File: config.mk
export PLATFORM = sky130hd
export DESIGN_NAME = tlb_maint_ctrl
export DESIGN_NICKNAME = d
export VERILOG_FILES = /design/src/rtl/tlb_pkg.sv /design/src/rtl/tlb_entry_match.sv /design/src/rtl/tlb_maint_ctrl.sv
export SDC_FILE = /design/constraint.sdc
export NUM_CORES = 1
export LEC_CHECK = 0
export CAP_MARGIN = 15
export CORE_AREA = 2 2 237 239
export DETAILED_ROUTE_END_ITERATION = 10
export DIE_AREA = 0 0 239 241
export GPL_TIMING_DRIVEN = 0
export PLACE_DENSITY = 0.52
export SETUP_SLACK_MARGIN = 0.05
export SLEW_MARGIN = 20
export SYNTH_ARGS = -nofsm -noshare
export SYNTH_HDL_FRONTEND = slang
export SYNTH_SLANG_ARGS = --single-unit
File: constraint.sdc
create_clock -name clk -period 12.45 [get_ports clk]
set_input_delay 2.49 -clock clk [delete_from_list [all_inputs] [get_ports clk]]
set_output_delay 2.49 -clock clk [all_outputs]
set_load 0.02 [all_outputs]
File: src/rtl/tlb_pkg.sv
// rtl/tlb_pkg.sv - shared encodings, states and field positions for the TLB maintenance path
package tlb_pkg;

  localparam logic [1:0] OP_NONE  = 2'b00;
  localparam logic [1:0] OP_TLBR  = 2'b01;
  localparam logic [1:0] OP_TLBWI = 2'b10;
  localparam logic [1:0] OP_TLBWR = 2'b11;

  typedef enum logic [2:0] {
    S_IDLE,
    S_RD,
    S_RDCAP,
    S_WR,
    S_PROBE,
    S_DONE,
    S_HOLD
  } state_t;

  // CP0 register field positions
  localparam int VPN2_HI  = 31;
  localparam int VPN2_LO  = 13;
  localparam int MASK_HI  = 28;
  localparam int MASK_LO  = 13;
  localparam int G_BIT    = 0;
  localparam int P_BIT    = 31;

  // 128-bit entry layout: {PageMask, EntryHi, EntryLo1, EntryLo0}
  localparam int LO0_OFF  = 0;
  localparam int LO1_OFF  = 32;
  localparam int HI_OFF   = 64;
  localparam int MASK_OFF = 96;

  localparam logic [31:0]  VPN2_KEEP  = 32'hFFFF_E000;
  localparam logic [31:0]  MASK_KEEP  = 32'h1FFF_E000;
  localparam logic [31:0]  HI_WR_KEEP = 32'hFFFF_E0FF;
  localparam logic [31:0]  INDEX_P    = 32'h8000_0000;
  localparam logic [127:0] RD_KEEP    = {MASK_KEEP, HI_WR_KEEP, 32'hFFFF_FFFF, 32'hFFFF_FFFF};

endpackage

File: src/rtl/tlb_entry_match.sv
// rtl/tlb_entry_match.sv - combinational VPN2/ASID/global compare of one TLB entry against EntryHi
module tlb_entry_match
  import tlb_pkg::*;
#(
  parameter int ASID_W = 8
) (
  input  logic [127:0] entry,
  input  logic [31:0]  entry_hi,
  output logic         match
);

  logic [31:0] e_hi;
  logic [31:0] e_mask;
  logic        vpn_eq;
  logic        global_bit;
  logic        asid_eq;
  logic        unused_lo_bits;

  assign e_hi   = entry[HI_OFF +: 32];
  assign e_mask = entry[MASK_OFF +: 32];

  // PageMask bits widen the page, so those VPN2 bits drop out of the compare
  assign vpn_eq     = (((e_hi ^ entry_hi) & VPN2_KEEP & ~(e_mask & MASK_KEEP)) == 32'h0);
  assign global_bit = entry[LO0_OFF + G_BIT] & entry[LO1_OFF + G_BIT];
  assign asid_eq    = (e_hi[ASID_W-1:0] == entry_hi[ASID_W-1:0]);
  assign match      = vpn_eq && (global_bit || asid_eq);

  assign unused_lo_bits = ^{entry[LO1_OFF+1 +: 31], entry[LO0_OFF+1 +: 31]};

endmodule

File: src/rtl/tlb_maint_ctrl.sv
// rtl/tlb_maint_ctrl.sv - TLBR/TLBWI/TLBWR/TLBP sequencer with Random register
// Optional: define TLB_MULTIHIT_DETECT_EN for full-scan probes with multiHit reporting.
module tlb_maint_ctrl
  import tlb_pkg::*;
#(
  parameter int ENTRIES = 32,
  parameter int IDX_W   = 5,
  parameter int ASID_W  = 8
) (
  input  logic             clk,
  input  logic             rst,
  input  logic             stall,
  input  logic [1:0]       tlbOp,
  input  logic             tlbProbe,
  input  logic [31:0]      regIndex,
  input  logic [31:0]      regEntryHi,
  input  logic [31:0]      regEntryLo0,
  input  logic [31:0]      regEntryLo1,
  input  logic [31:0]      regPageMask,
  input  logic [IDX_W-1:0] wired,
  input  logic             wiredWrite,
  output logic [IDX_W-1:0] random,
  output logic             busy,
  output logic [IDX_W-1:0] entAddr,
  output logic             entWe,
  output logic [127:0]     entWdata,
  input  logic [127:0]     entRdata,
  output logic [127:0]     resEntry,
  output logic [31:0]      resIndex,
  output logic             tlbrDone,
  output logic             tlbpDone,
  output logic             multiHit
);

  localparam logic [IDX_W-1:0] RAND_TOP  = IDX_W'(ENTRIES - 1);
  localparam logic [IDX_W:0]   K_LAST    = (IDX_W+1)'(ENTRIES);

  state_t           state, state_n;
  logic             accept;
  logic             is_read, is_probe;
  logic [IDX_W-1:0] index_q;
  logic [127:0]     opnd_q;
  logic [IDX_W:0]   k_q;
  logic [IDX_W-1:0] random_n;
  logic             match, hit, last_cmp, probe_end;
  logic [IDX_W-1:0] hit_idx;
  logic [31:0]      probe_res;
  logic             wr_g;
  logic             unused_idx_bits;

`ifdef TLB_MULTIHIT_DETECT_EN
  logic             found_q, found_n;
  logic             multi_q, multi_n;
  logic [IDX_W-1:0] first_q, first_n;
`endif

  tlb_entry_match #(.ASID_W(ASID_W)) u_match (
    .entry    (entRdata),
    .entry_hi (opnd_q[HI_OFF +: 32]),
    .match    (match)
  );

  assign unused_idx_bits = ^regIndex[31:IDX_W];

  always_comb begin
    random_n = random - IDX_W'(1);
    if (wiredWrite || (random <= wired)) begin
      random_n = RAND_TOP;
    end
  end

  // Data on entRdata during probe count k belongs to entry k-1
  always_comb begin
    hit      = (state == S_PROBE) && (k_q != '0) && match;
    hit_idx  = k_q[IDX_W-1:0] - IDX_W'(1);
    last_cmp = (k_q == K_LAST);
`ifdef TLB_MULTIHIT_DETECT_EN
    found_n   = found_q | hit;
    first_n   = found_q ? first_q : hit_idx;
    multi_n   = multi_q | (found_q & hit);
    probe_end = last_cmp;
    probe_res = found_n ? {{(32-IDX_W){1'b0}}, first_n} : INDEX_P;
`else
    probe_end = hit || last_cmp;
    probe_res = hit ? {{(32-IDX_W){1'b0}}, hit_idx} : INDEX_P;
`endif
  end

  always_comb begin
    state_n = state;
    accept  = 1'b0;
    busy    = 1'b0;
    entWe   = 1'b0;
    entAddr = '0;
    case (state)
      S_IDLE: begin
        if (tlbProbe || (tlbOp != OP_NONE)) begin
          accept = 1'b1;
          busy   = 1'b1;
          if (tlbProbe)             state_n = S_PROBE;
          else if (tlbOp == OP_TLBR) state_n = S_RD;
          else                       state_n = S_WR;
        end
      end
      S_RD: begin
        busy    = 1'b1;
        entAddr = index_q;
        state_n = S_RDCAP;
      end
      S_RDCAP: begin
        busy    = 1'b1;
        state_n = S_DONE;
      end
      S_WR: begin
        busy    = 1'b1;
        entWe   = 1'b1;
        entAddr = index_q;
        state_n = S_DONE;
      end
      S_PROBE: begin
        busy    = 1'b1;
        entAddr = k_q[IDX_W-1:0];
        if (probe_end) state_n = S_DONE;
      end
      S_DONE:  state_n = stall ? S_HOLD : S_IDLE;
      S_HOLD:  if (!stall) state_n = S_IDLE;
      default: state_n = S_IDLE;
    endcase
  end

  assign wr_g     = opnd_q[LO0_OFF + G_BIT] & opnd_q[LO1_OFF + G_BIT];
  assign entWdata = {opnd_q[MASK_OFF +: 32], opnd_q[HI_OFF +: 32] & HI_WR_KEEP,
                     opnd_q[LO1_OFF+1 +: 31], wr_g, opnd_q[LO0_OFF+1 +: 31], wr_g};

  assign tlbrDone = (state == S_DONE) && is_read;
  assign tlbpDone = (state == S_DONE) && is_probe;
`ifdef TLB_MULTIHIT_DETECT_EN
  assign multiHit = (state == S_DONE) && is_probe && multi_q;
`else
  assign multiHit = 1'b0;
`endif

  always_ff @(posedge clk or posedge rst) begin
    if (rst) begin
      state    <= S_IDLE;
      random   <= RAND_TOP;
      is_read  <= 1'b0;
      is_probe <= 1'b0;
      index_q  <= '0;
      opnd_q   <= '0;
      k_q      <= '0;
      resEntry <= '0;
      resIndex <= '0;
`ifdef TLB_MULTIHIT_DETECT_EN
      found_q  <= 1'b0;
      multi_q  <= 1'b0;
      first_q  <= '0;
`endif
    end else begin
      state  <= state_n;
      random <= random_n;
      if (accept) begin
        is_read  <= !tlbProbe && (tlbOp == OP_TLBR);
        is_probe <= tlbProbe;
        index_q  <= (tlbOp == OP_TLBWR) ? random : regIndex[IDX_W-1:0];
        opnd_q   <= {regPageMask, regEntryHi, regEntryLo1, regEntryLo0};
        k_q      <= '0;
`ifdef TLB_MULTIHIT_DETECT_EN
        found_q  <= 1'b0;
        multi_q  <= 1'b0;
`endif
      end
      if (state == S_RDCAP) begin
        resEntry <= entRdata & RD_KEEP;
      end
      if (state == S_PROBE) begin
        k_q <= k_q + (IDX_W+1)'(1);
`ifdef TLB_MULTIHIT_DETECT_EN
        found_q <= found_n;
        first_q <= first_n;
        multi_q <= multi_n;
`endif
        if (probe_end) resIndex <= probe_res;
      end
    end
  end

endmodule

==> metrics.yaml <==
clock_tree:
  clkSinkCount: 257
  clk_latency_ns: 0.53
  htreeDepth: 2
  hold_buffers: 0
  cts_tree: "built"
  cts_resized: 0
  clock_path_buffers: 3
  clock-root-buffer: "clkbuf_16"
  numCtsBuffers: 34
  clk_pin_slew_ns: 0.05
  postCtsSetupBuffers: 0
final_layout:
  fin_nets: 2041
  synthToLayoutAreaGrowth_pct: 60.6
  fin_cells: 2460
  drive_above_1_share_pct: 20.0
critical_path:
  critPathMaxFanout: 6
  crit_path_end_kind: "primary output"
  cp-start-kind: "primary input"
  r2r_slack_ns: 9.92
  regToRegStartpoint: "opnd_q[79]"
  worstPathArrival_ns: 4.02
  cp.required_ns: 9.96
  worst-setup-path-type: "in -> out"
  rr_worst_depth: 5
  r2r_end: "resIndex[2]"
timing:
  rsz0062_at_grt: "false"
  hold_viol_final: 0
  post-route-min-period_ns: 6.51
  hold_ws_ns: 0.470
  finalSetupViolations: 0
  fmax_ghz: 0.154
  slew_viol_final: 0
  fin_crit_sh_pct: 52.3
  relSlewSlack_pct: 33.1
  worstMarginPinSlew_ns: 0.994
  fin_skew_ns: 0.00819
logic_synthesis:
  yosysUniqueCellTypes: 50
  synth_edf_count: 0
  ys_seq_area_share_pct: 54.0
  synth_area_mm2: 0.0119
  synth_cells: 1146
  ys_top_cells_by_count: "390 x nand2_1, 252 x dfrtp_1, 177 x buf_4"
  ys_warn_count: 0
  async_flop_share_pct: 100
  synth_ff_type: "dfrtp_1"
  synth_top_cell_area_share_pct: 52.9
  synth_area_leaders: "dfrtp_1 53%, nand2_1 12%, buf_4 11%, mux2_2 7.3%, mux2_1 2.8%"
  synth_seq_cells: 257
  synth_top_area_cell: "dfrtp_1"
  avgSynthCellArea_um2: 10.4
  synthMostInstantiatedCell: "nand2_1"
placement:
  port_buffers: 496
  dp_hpwl_mm: 31.4
  gp_congestion: 0.784
  place_inst: 2400
route:
  drc: 0
  drt-total-wl_mm: 40.7
  drtIter0Drc: 270
  via_count: 9617
  viasPerCell: 3.91
  detail_route.wl_per_cell_um: 16.5
  ant_nets: 0
  dr.pass1.iters: 5
floorplan:
  ios: 603
  dieHeight_um: 241
  die_x_um: 239
  rows: 86
  die_area_mm2: 0.0576
  start_util_pct: 21.7
  fp.coreArea_mm2: 0.0549
hold_path:
  worstHoldStart: "opnd_q[56]"
  holdPathEnd: "opnd_q[56]"
  hold_depth: 2
  hold_class: "reg -> reg"
power:
  totalPowerFinal_w: 0.00496
  powerDensity_mw_per_mm2: 259
  peakVddDrop_mv: 0.159
  p_leak_nw: 8.91
run_status:
  status: "complete, no violations"
global_routing:
  grt_overflow: 0
  grt_pass1_vias: 10031
  grt_max_degree: 97
  antenna_found_initial: 1
  grt_pass1_wl_mm: 60.1
  grtUsageTotal_pct: 13.7
flow_run:
  drv_cap: 0
-- flip-flops by register name, indices dropped and copies added (netlist names) --
signal and flops:
index_q 5, is_probe 1, is_read 1, k_q 6, opnd_q 123, random 5
resEntry 107, resIndex 6, state 3
-- layout make-up --
| type | count | area (µm²) |
|---|---|---|
| Sequential cell | 257 | 6440 |
| Multi-Input combinational cell | 704 | 4050 |
| Tap cell | 704 | 881 |
| Clock buffer | 54 | 1090 |
| Antenna cell | 1 | 2.50 |
| Timing Repair Buffer | 498 | 5020 |
| Fill cell | 5596 | 35700 |
| Inverter | 13 | 56.3 |
| Buffer | 224 | 1580 |
| Clock inverter | 5 | 25.0 |
-- worst max-delay path by stage --
stage                  start           to  cells past startpoint
finish              tlbProbe         busy                      4
global route        tlbProbe         busy                      4
detailed placement  tlbProbe         busy                      4
CTS                 tlbProbe         busy                      4
global placement         rst  opnd_q[116]                      2
floorplan                rst   index_q[0]                      1
-- worst max-delay path: stages --
cell	delay (ns)
clkdlybuf4s50_1	0.53
nor3_1	0.32
a21oi_1	0.11
clkdlybuf4s50_1	0.57
-- where the power goes --
| part | switching, W | leakage, nW | internal (W) |
|---|---|---|---|
| Combinational | 0.00124 | 5.22 | 0.00128 |
| Clock | 0.000382 | 0.556 | 0.000597 |
| Sequential | 0.000228 | 3.14 | 0.00123 |
-- cells in the final DEF, fill, tap and decap left out, types with 10 or more instances in the layout --
| cell | count |
|---|---|
| buf_2 | 24 |
| buf_4 | 177 |
| clkbuf_1 | 22 |
| clkbuf_16 | 37 |
| clkbuf_8 | 10 |
| clkdlybuf4s50_1 | 496 |
| conb_1 | 53 |
| dfrtp_1 | 252 |
| inv_1 | 11 |
| mux2_1 | 30 |
| mux2_2 | 77 |
| nand2_1 | 390 |
| nor2_1 | 12 |
| o21ai_0 | 20 |
| xnor2_1 | 31 |
-- cell families (layout without fill, tap and decap cells) --
logic type / count (synthesis) / after routing / synth area share [%]
AND/OR/NAND/NOR: 434 / 434 / 14.9
flip-flops: 257 / 257 / 54.0
buffers and inverters: 237 / 794 / 13.7
multiplexers: 116 / 116 / 10.9
AO/OA/AOI/OAI: 58 / 58 / 3.03
XOR/XNOR: 33 / 33 / 2.43
adder cells (fa/ha/maj): 10 / 10 / 1.03
other: 1 / 54 / 0.0315
-- routing by layer --
metal | GRT usage (%) | vias to the layer above | wire (µm) | part of all wire [%]
li1 | - | 4640 | - | -
met3 | 5.17 | 67 | 3860 | 9.5
met2 | 23.4 | 342 | 19900 | 49
met4 | 5.55 | 2 | 1340 | 3.3
met1 | 15.5 | 4566 | 15500 | 38
met5 | 0 | - | 12 | 0.030
-- stage by stage --
stage / utilization (%) / setup TNS (ns) / setup slack [ns] / area, µm²
after global placement: 32.7 / -302.53 / -1.23 / 18000
final: 34.9 / 0 / 5.94 / 19100
after global routing: 34.9 / 0 / 5.87 / 19100
after detailed placement: 32.8 / 0 / 5.94 / 18000
after CTS: 34.9 / 0 / 5.94 / 19100
after floorplan: - / 0 / 2.90 / 12100
Power figures use the tool's default switching activity.
